===== src/rtl/nist_freq_blk_tester.sv =====
// nist_freq_blk_tester
// Streaming NIST SP 800-22 frequency (monobit) and block-frequency tester.
// Accepts one bit per rnd_valid/rnd_ready handshake. After n bits it spends
// a single EVAL cycle updating both active-low verdicts, pulsing done and
// bumping the saturating failure counter. It can run single-shot or continuously.
//
// Handshake: a bit is consumed on a rising edge where rnd_valid && rnd_ready.
// rnd_ready is high only in RUN. Bits offered in IDLE or EVAL are not stored.
// A stalled rnd_valid freezes every accumulator.
module nist_freq_blk_tester #(
  parameter int N_LOG2    = 10,
  parameter int M_LOG2    = 7,
  parameter int S_MAX     = 82,
  parameter int SUMSQ_MAX = 2571,
  parameter int FCNT_W    = 8
) (
  input  logic              clk,
  input  logic              rst,
  input  logic              start,
  input  logic              cont,
  input  logic              rnd_in,
  input  logic              rnd_valid,
  output logic              rnd_ready,
  output logic              n_pass_freq,
  output logic              n_pass_blk,
  output logic              busy,
  output logic              done,
  output logic [FCNT_W-1:0] fail_cnt,
  output logic [1:0]        dbg_state
);

  // Accumulator widths
  localparam int S_W  = N_LOG2 + 2;           // signed running sum S
  localparam int C_W  = M_LOG2 + 1;           // ones count within a block
  localparam int D_W  = M_LOG2 + 2;           // block term d = 2c - M
  localparam int SQ_W = 2 * M_LOG2 + 1;       // d^2, at most M^2
  localparam int SS_W = M_LOG2 + N_LOG2 + 1;  // sum of d^2 over all blocks

  localparam logic [D_W-1:0]  M_L       = D_W'(1) << M_LOG2;
  localparam logic [S_W-1:0]  S_ONE     = S_W'(1);
  localparam logic [S_W-1:0]  S_MONE    = '1;
  localparam logic [S_W-1:0]  S_MAX_L   = S_W'(S_MAX);
  localparam logic [SS_W-1:0] SUMSQ_L   = SS_W'(SUMSQ_MAX);

  typedef enum logic [1:0] {
    ST_IDLE = 2'd0,
    ST_RUN  = 2'd1,
    ST_EVAL = 2'd2
  } state_t;

  state_t            r_state;
  logic [N_LOG2-1:0] r_k;
  logic [S_W-1:0]    r_s;          // two's complement
  logic [C_W-1:0]    r_c;
  logic [SS_W-1:0]   r_sumsq;
  logic [S_W-1:0]    r_s_eval;
  logic [SS_W-1:0]   r_sumsq_eval;

  logic              w_accept;
  logic              w_blk_end;
  logic              w_last;
  logic [C_W-1:0]    w_c_next;
  logic [D_W-1:0]    w_2c;
  logic [D_W-1:0]    w_d;
  logic [D_W-1:0]    w_d_abs;
  logic [SQ_W-1:0]   w_d_abs_w;
  logic [SQ_W-1:0]   w_d_sq;
  logic [SS_W-1:0]   w_sumsq_next;
  logic [S_W-1:0]    w_s_next;
  logic [S_W-1:0]    w_s_abs;
  logic              w_freq_fail;
  logic              w_blk_fail;

  assign w_accept  = (r_state == ST_RUN) && rnd_valid;
  assign w_blk_end = &r_k[M_LOG2-1:0];
  assign w_last    = &r_k;

  // Block term includes the bit being accepted, so the closing block uses its full count.
  assign w_c_next  = r_c + {{(C_W-1){1'b0}}, rnd_in};
  assign w_2c      = {w_c_next, 1'b0};
  assign w_d       = w_2c - M_L;
  assign w_d_abs   = w_d[D_W-1] ? (D_W'(0) - w_d) : w_d;
  assign w_d_abs_w = SQ_W'(w_d_abs);
  assign w_d_sq    = w_d_abs_w * w_d_abs_w;

  assign w_sumsq_next = w_blk_end ? (r_sumsq + SS_W'(w_d_sq)) : r_sumsq;
  assign w_s_next     = r_s + (rnd_in ? S_ONE : S_MONE);

  // Verdicts are computed from the captured end-of-sequence values.
  assign w_s_abs     = r_s_eval[S_W-1] ? (S_W'(0) - r_s_eval) : r_s_eval;
  assign w_freq_fail = (w_s_abs > S_MAX_L);
  assign w_blk_fail  = (r_sumsq_eval > SUMSQ_L);

  assign rnd_ready = (r_state == ST_RUN);
  assign busy      = (r_state != ST_IDLE);
  assign dbg_state = r_state;

  // Per-bit accumulation. The last bit moves the totals into the eval registers and clears everything.
  always_ff @(posedge clk) begin
    if (rst) begin
      r_k          <= '0;
      r_s          <= '0;
      r_c          <= '0;
      r_sumsq      <= '0;
      r_s_eval     <= '0;
      r_sumsq_eval <= '0;
    end else if (w_accept) begin
      if (w_last) begin
        r_s_eval     <= w_s_next;
        r_sumsq_eval <= w_sumsq_next;
        r_k          <= '0;
        r_s          <= '0;
        r_c          <= '0;
        r_sumsq      <= '0;
      end else begin
        r_k     <= r_k + N_LOG2'(1);
        r_s     <= w_s_next;
        r_sumsq <= w_sumsq_next;
        r_c     <= w_blk_end ? '0 : w_c_next;
      end
    end
  end

  // Control FSM with the registered verdicts, done strobe and failure counter.
  always_ff @(posedge clk) begin
    if (rst) begin
      r_state     <= ST_IDLE;
      n_pass_freq <= 1'b1;
      n_pass_blk  <= 1'b1;
      done        <= 1'b0;
      fail_cnt    <= '0;
    end else begin
      done <= 1'b0;
      case (r_state)
        ST_IDLE: begin
          if (start) r_state <= ST_RUN;
        end
        ST_RUN: begin
          if (w_accept && w_last) r_state <= ST_EVAL;
        end
        ST_EVAL: begin
          n_pass_freq <= w_freq_fail;
          n_pass_blk  <= w_blk_fail;
          done        <= 1'b1;
          if ((w_freq_fail || w_blk_fail) && (fail_cnt != '1))
            fail_cnt <= fail_cnt + FCNT_W'(1);
          r_state <= cont ? ST_RUN : ST_IDLE;
        end
        default: r_state <= ST_IDLE;
      endcase
    end
  end

endmodule


===== config.mk =====
export PLATFORM = sky130hd
export DESIGN_NAME = nist_freq_blk_tester
export DESIGN_NICKNAME = d
export VERILOG_FILES = /design/src/rtl/nist_freq_blk_tester.sv
export SDC_FILE = /design/constraint.sdc
export NUM_CORES = 1
export LEC_CHECK = 0
export CORE_ASPECT_RATIO = 0.6
export CORE_MARGIN = 2
export CORE_UTILIZATION = 40
export DETAILED_ROUTE_END_ITERATION = 10
export PLACE_DENSITY_LB_ADDON = 0.15
export SYNTH_ARGS = -nofsm -noshare
export SYNTH_HDL_FRONTEND = slang
export SYNTH_SLANG_ARGS = --single-unit

===== constraint.sdc =====
create_clock -name clk -period 9.76 [get_ports clk]
set_input_delay 1.464 -clock clk [delete_from_list [all_inputs] [get_ports clk]]
set_output_delay 1.464 -clock clk [all_outputs]
set_load 0.01 [all_outputs]

# Word level (Yosys, flattened, before mapping)
# Index checks and enable logic that the tools add are counted.
totals:
  register_bits: 91
  input_bits: 6
  out_inout_bits: 15
classes:
  n_addsub: 8
  n_mul: 1
  n_lt_le_gt_ge: 2
  n_eq_ne: 5
  muxes: 14
  reduce_logical: 11
op_table:
  columns: ["cell", "n"]
  rows:
  - ["2-to-1 mux 12 bit", 3]
  - ["2-to-1 mux 18 bit", 2]
  - ["adder 18 x 15 -> 18 bit", 1]
  - ["greater-than comparator 18 x 12 -> 1 bit, second input constant", 1]
  - ["2-to-1 mux 8 bit", 2]
  - ["multiplier 9 x 9 -> 15 bit", 1]
  - ["adder 12 bit", 1]
  - ["greater-than comparator 12 x 7 -> 1 bit, second input constant", 1]
  - ["subtractor 1 x 12 -> 12 bit, first input constant", 1]
  - ["AND reduction 11 bit", 1]
  - ["adder 10 x 1 -> 10 bit, second input constant", 1]
  - ["2-to-1 mux 10 bit", 1]
  - ["AND reduction 10 bit", 1]
  - ["2-to-1 mux 9 bit", 1]
  - ["subtractor 1 x 9 -> 9 bit, first input constant", 1]
  - ["subtractor 9 x 8 -> 9 bit, second input constant", 1]
  - ["adder 8 x 1 -> 8 bit", 1]
  - ["adder 8 x 1 -> 8 bit, second input constant", 1]
  - ["inequality test 8 bit, second input constant", 1]
  - ["AND reduction 7 bit", 1]
  - ["case mux 2 bit (3 select lines)", 1]
  - ["2-to-1 mux 2 bit", 2]
  - ["AND reduction 2 bit", 2]
  - ["logical AND 1 bit", 3]
  - ["other kinds (8)", 9]

# Depth between registers and ports, before layout
depth:
  depth_word: 8
  mapped_depth: 31

# Worst setup path after synthesis
# Ideal clock, no wire load.
synth_timing:
  kind: "input-to-reg"
  start: "input port rnd_in"
  end: "register r_sumsq[16]"
  setup_time_ps: 62
  t_arrival_ps: 7810
  path_slack_ps: 1888
  path_stages: 29
  n_path_buf: 1
  cell_sequence: "ha_1 buf_4 and3_4 a2111oi_2 a2111oi_4 nor4_2 xor2_2 or2_4 inv_1 fa_1 xor2_1 xnor2_2 fa_1 inv_1 fa_1 inv_1 ha_1 inv_1 o21ai_0 a21o_1 nand2_1 a21oi_1 xnor3_1 ha_1 nand4_1 nor4_1 o311ai_1 or4_1 nand3_1"
synth_via:
  elab_chain_len: 8
synth_rtl:
  columns: ["item", "line", "text"]
  rows:
  - ["start, declared", "21", "input logic rnd_in,"]
  - ["adder 8 x 1 -> 8 bit (*)", "79", "assign w_c_next = r_c + {{(C_W-1){1'b0}}, rnd_in};"]
  - ["subtractor 9 x 8 -> 9 bit (*)", "81", "assign w_d = w_2c - M_L;"]
  - ["subtractor 1 x 9 -> 9 bit", "82", "assign w_d_abs = w_d[D_W-1] ? (D_W'(0) - w_d) : w_d;"]
  - ["2-to-1 mux 9 bit (*)", "82", null]
  - ["multiplier 9 x 9 -> 15 bit (*)", "84", "assign w_d_sq = w_d_abs_w * w_d_abs_w;"]
  - ["adder 18 x 15 -> 18 bit (*)", "86", "assign w_sumsq_next = w_blk_end ? (r_sumsq + SS_W'(w_d_sq)) : r_sumsq;"]
  - ["2-to-1 mux 18 bit (*)", "86", null]
  - ["2-to-1 mux 18 bit (*)", "108", "if (w_last) begin"]
  - ["end signal, assigned", "118", "r_sumsq <= w_sumsq_next;"]
  - ["end, declared", "55", "logic [SS_W-1:0] r_sumsq;"]
# Every way passes the cells marked *; elsewhere a longest branch is shown, timed or not.
# A chain may end at the register's enable or synchronous reset.

# Worst setup path after layout
layout_timing:
  start: "input port rnd_in"
  end: "register r_sumsq_eval[16]"
layout_via:
  elab_chain_len: 7
layout_rtl:
  columns: ["item", "line", "text"]
  rows:
  - ["adder 8 x 1 -> 8 bit (*)", "79", null]
  - ["subtractor 9 x 8 -> 9 bit (*)", "81", null]
  - ["subtractor 1 x 9 -> 9 bit", "82", null]
  - ["2-to-1 mux 9 bit (*)", "82", null]
  - ["multiplier 9 x 9 -> 15 bit (*)", "84", null]
  - ["adder 18 x 15 -> 18 bit (*)", "86", null]
  - ["2-to-1 mux 18 bit (*)", "86", null]
  - ["end signal, assigned", "110", "r_sumsq_eval <= w_sumsq_next;"]
  - ["end, declared", "57", "logic [SS_W-1:0] r_sumsq_eval;"]
# Marks and branches as above.

==> summary.md <==
| Metric | Value |
|---|---|
| N_diodes | 0 |
| Leakage | between 2 and 3 nW |
| Sequential area share after synthesis | between 20% and 30% |
| Vias | around 5700 |
| Fin util | 45.1% |
| Largest area contributor in the netlist | dfxtp_1 |
| Worst path most repeated cell | ha_1 |
| Crit-path max cell delay | between 0.6 and 0.7 ns |
| WL per Instance | around 16 um |
| Top-count cell post-synth | dfxtp_1 |
| Port Buf Inserts | 20 |
| Worst setup margin | 0.915 ns |
| CP delay by family, top | adder cells |
| Global route overflow | 0 |
| DRT iter0 DRCs | between 400 and 500 |
| DR pass1 iterations | 5 |
| Critical Path RT | between 10 and 15 ns |
| Layout Skew | around 0.0089 ns |
| Final-stage net count | between 900 and 1000 |
| Share of cells above drive strength 1 | 6.19% |
| Hold-fix buffers at CTS | 0 |
| Register bit total from synthesis | between 80 and 90 |
| Resize count post-CTS | 0 |
| Top-area cell type share of the netlist area | between 20% and 30% |
| Post-synth EDFFs | 0 |
| Die height | 104 um |
| CTS Sinks | 87 |
| Clk Latency, worst-skew pair | around 0.34 ns |
| Final setup TNS | 0 ns |
| Hold Path Class | reg -> reg |
| Synth top cells by count | dfxtp_1 (87), nor2_1 (80), nand2_1 (79), inv_1 (66), a21oi_1 (64) |
| Register area | ~0.0017 mm^2 |
| Layout area overhead | 9.77% |
| Mapped Cells | around 820 |
| Detail Route Antenna Nets | 0 |
| Worst-path maximum fanout | 9 |
| Setup crit end kind | flip-flop |
| Max-slew violations | 0 |
| Mapped cell area | 0.00670 mm^2 |
| Area of the multi-input gates | 0.00456 mm^2 |
| Final Setup Violations | 0 |
| Tmin final | approximately 9 ns |
| Core Area | between 0.015 and 0.02 mm^2 |
| Critical-path top delay cell | a211oi_1 |
| Most Crowded Layer GR | met1 |
| Total Wirelength | around 16 mm |
| Synth top area cells | dfxtp_1 (26%), ha_1 (10%), fa_1 (7.5%), a21oi_1 (4.8%), nor2_1 (4.5%) |
| Met3 Usage GRT | about 3.6% |
| GRT met1 Usage | around 32% |
| Max IR drop VDD | between 0.0001 and 0.00015 V |
| Detailed-route DRC error count | 0 |
| IO Pins | 21 |
| Worst slew pin tran | ~1 ns |
| Pre-CTS setup slack | around 0.60 ns |
| DP HPWL | between 10 and 15 mm |
| Fin crit share | a little over 90% |
| Status | finished clean |
| Rows | 36 |
| Top_reg_cell synth | dfxtp_1 |
| Gr usage total | about a fifth |
| WS Path Type | in -> reg |
| Fillers | around 1600 |
| Post-CTS setup buffers | 0 |
| Max-Cap Viols | 0 |
| Max_slew headroom | around 32% |
| Post-Syn Area per Cell | 8.21 um^2 |
| H-tree levels | 3 |
| Initial Util | 41.1% |
| Post-synthesis cell type count | 71 |
| Final Hold Vio Count | 0 |
| Bufs and invs on worst path | 4 |
| Critical path data arrival time | 9.10 ns |
| First-pass GRT wire length | about 28 mm |
| Pwr dens | just over 200 mW/mm^2 |
| RSZ-0062 raised after global routing | no |
| Reg clk slew, reported paths | about 0.07 ns |
| Met2 Track Usage GR | 25.6% |
| Pin count of the biggest net entering global routing | roughly 100 |
| Initial antenna violation count | 0 |
| Max Freq | approximately 110 MHz |
| Die X | 171 um |
| Routability cong. | approximately 0.9 |
| Root Buffer Master | clkbuf_16 |
| Vias in the first global route | 5329 |
| Num CTS Buffers | 9 |
| DIE AREA | 0.0178 mm^2 |
| Post-synth ARST share | 0% |
| Synth Warn # | 0 |
| CTS Buffer Depth | 2 |
| Detailed-route vias per instance | approximately 5.4 |
| Worst setup SP type | primary input |
| CTS tree | done |
## registers in the layout (all words and copies together) (netlist names)
register	count
n_pass_freq	1
r_c	8
r_sumsq_eval	16
r_s	12
fail_cnt	8
r_sumsq	16
r_k	10
n_pass_blk	1
r_s_eval	12
done	1
dbg_state	2
## layer usage
metal | up-vias | wire, um
li1 | 2829 | -
met1 | 2712 | 9320
met2 | 139 | 6200
met3 | 9 | 844
met4 | 0 | 69
met5 | - | 0
## cell type report
type	count	area share [%]
clock buffer	10	3.11
inverter	68	3.47
clock inverter	6	0.613
timing repair buffer	25	3.17
sequential	87	23.7
multi-input combinational	628	62.1
tap	228	3.88
## power breakdown
part           switching [W]  internal (W)  leakage (nW)
Sequential        0.00000295      0.000359         0.702
Combinational       0.000473      0.000331          2.17
Clock               0.000150      0.000174         0.125
Total               0.000627      0.000864          3.00
## kinds of logic after synthesis
group                      Yosys count  synth area share (%)
AOI/OAI and AO/OA                  182                  18.0
xor gates and xnor gates            66                  9.40
adders and majority gates           79                  17.6
buffers and inverters              103                  5.98
DFF                                 87                  26.0
muxes                                6                 0.915
other                                2                 0.112
and+or+nand+nor                    291                  22.0
## cell usage in the layout, fill, tap and decap left out, drive strengths merged, types with 20 or more instances in the layout
cell type,count
nor2,81
ha,54
xor2,27
fa,25
nand3,23
xnor2,38
a21oi,64
dfxtp,87
inv,69
o21ai,33
nand2,79
nor3,20
## per-stage QoR
stage / hold WS, ns / cell area, um^2 / power (W) / instances
finish: 0.458 / 7350 / 0.00149 / 1052
global route: 0.485 / 7350 / 0.00163 / 1052
detailed placement: 0.448 / 7080 / 0.00117 / 1036
global placement: 0.441 / 7080 / 0.00116 / 1036
CTS: 0.457 / 7350 / 0.00150 / 1052
floorplan: 0.428 / 6710 / 0.000999 / 818
## worst min-delay path, delay by kind of cell, from the launching register on
family	cells	cell delay, ns
AND/OR/NAND/NOR	1	0.05
AO/OA/AOI/OAI	1	0.05
flip-flops	1	0.31
## path summary, 6_finish.rpt
check / start / to / slack, ns / depth (start not counted)
setup / recovery: rnd_in / r_sumsq_eval[16] / 0.92 / 28
hold / removal: r_sumsq_eval[7] / r_sumsq_eval[7] / 0.46 / 2
setup reg to reg: r_c[0] / r_sumsq_eval[16] / 2.24 / 27
hold reg to reg: r_sumsq_eval[7] / r_sumsq_eval[7] / 0.46 / 2
Note: power is estimated with default switching activity, not from simulation.
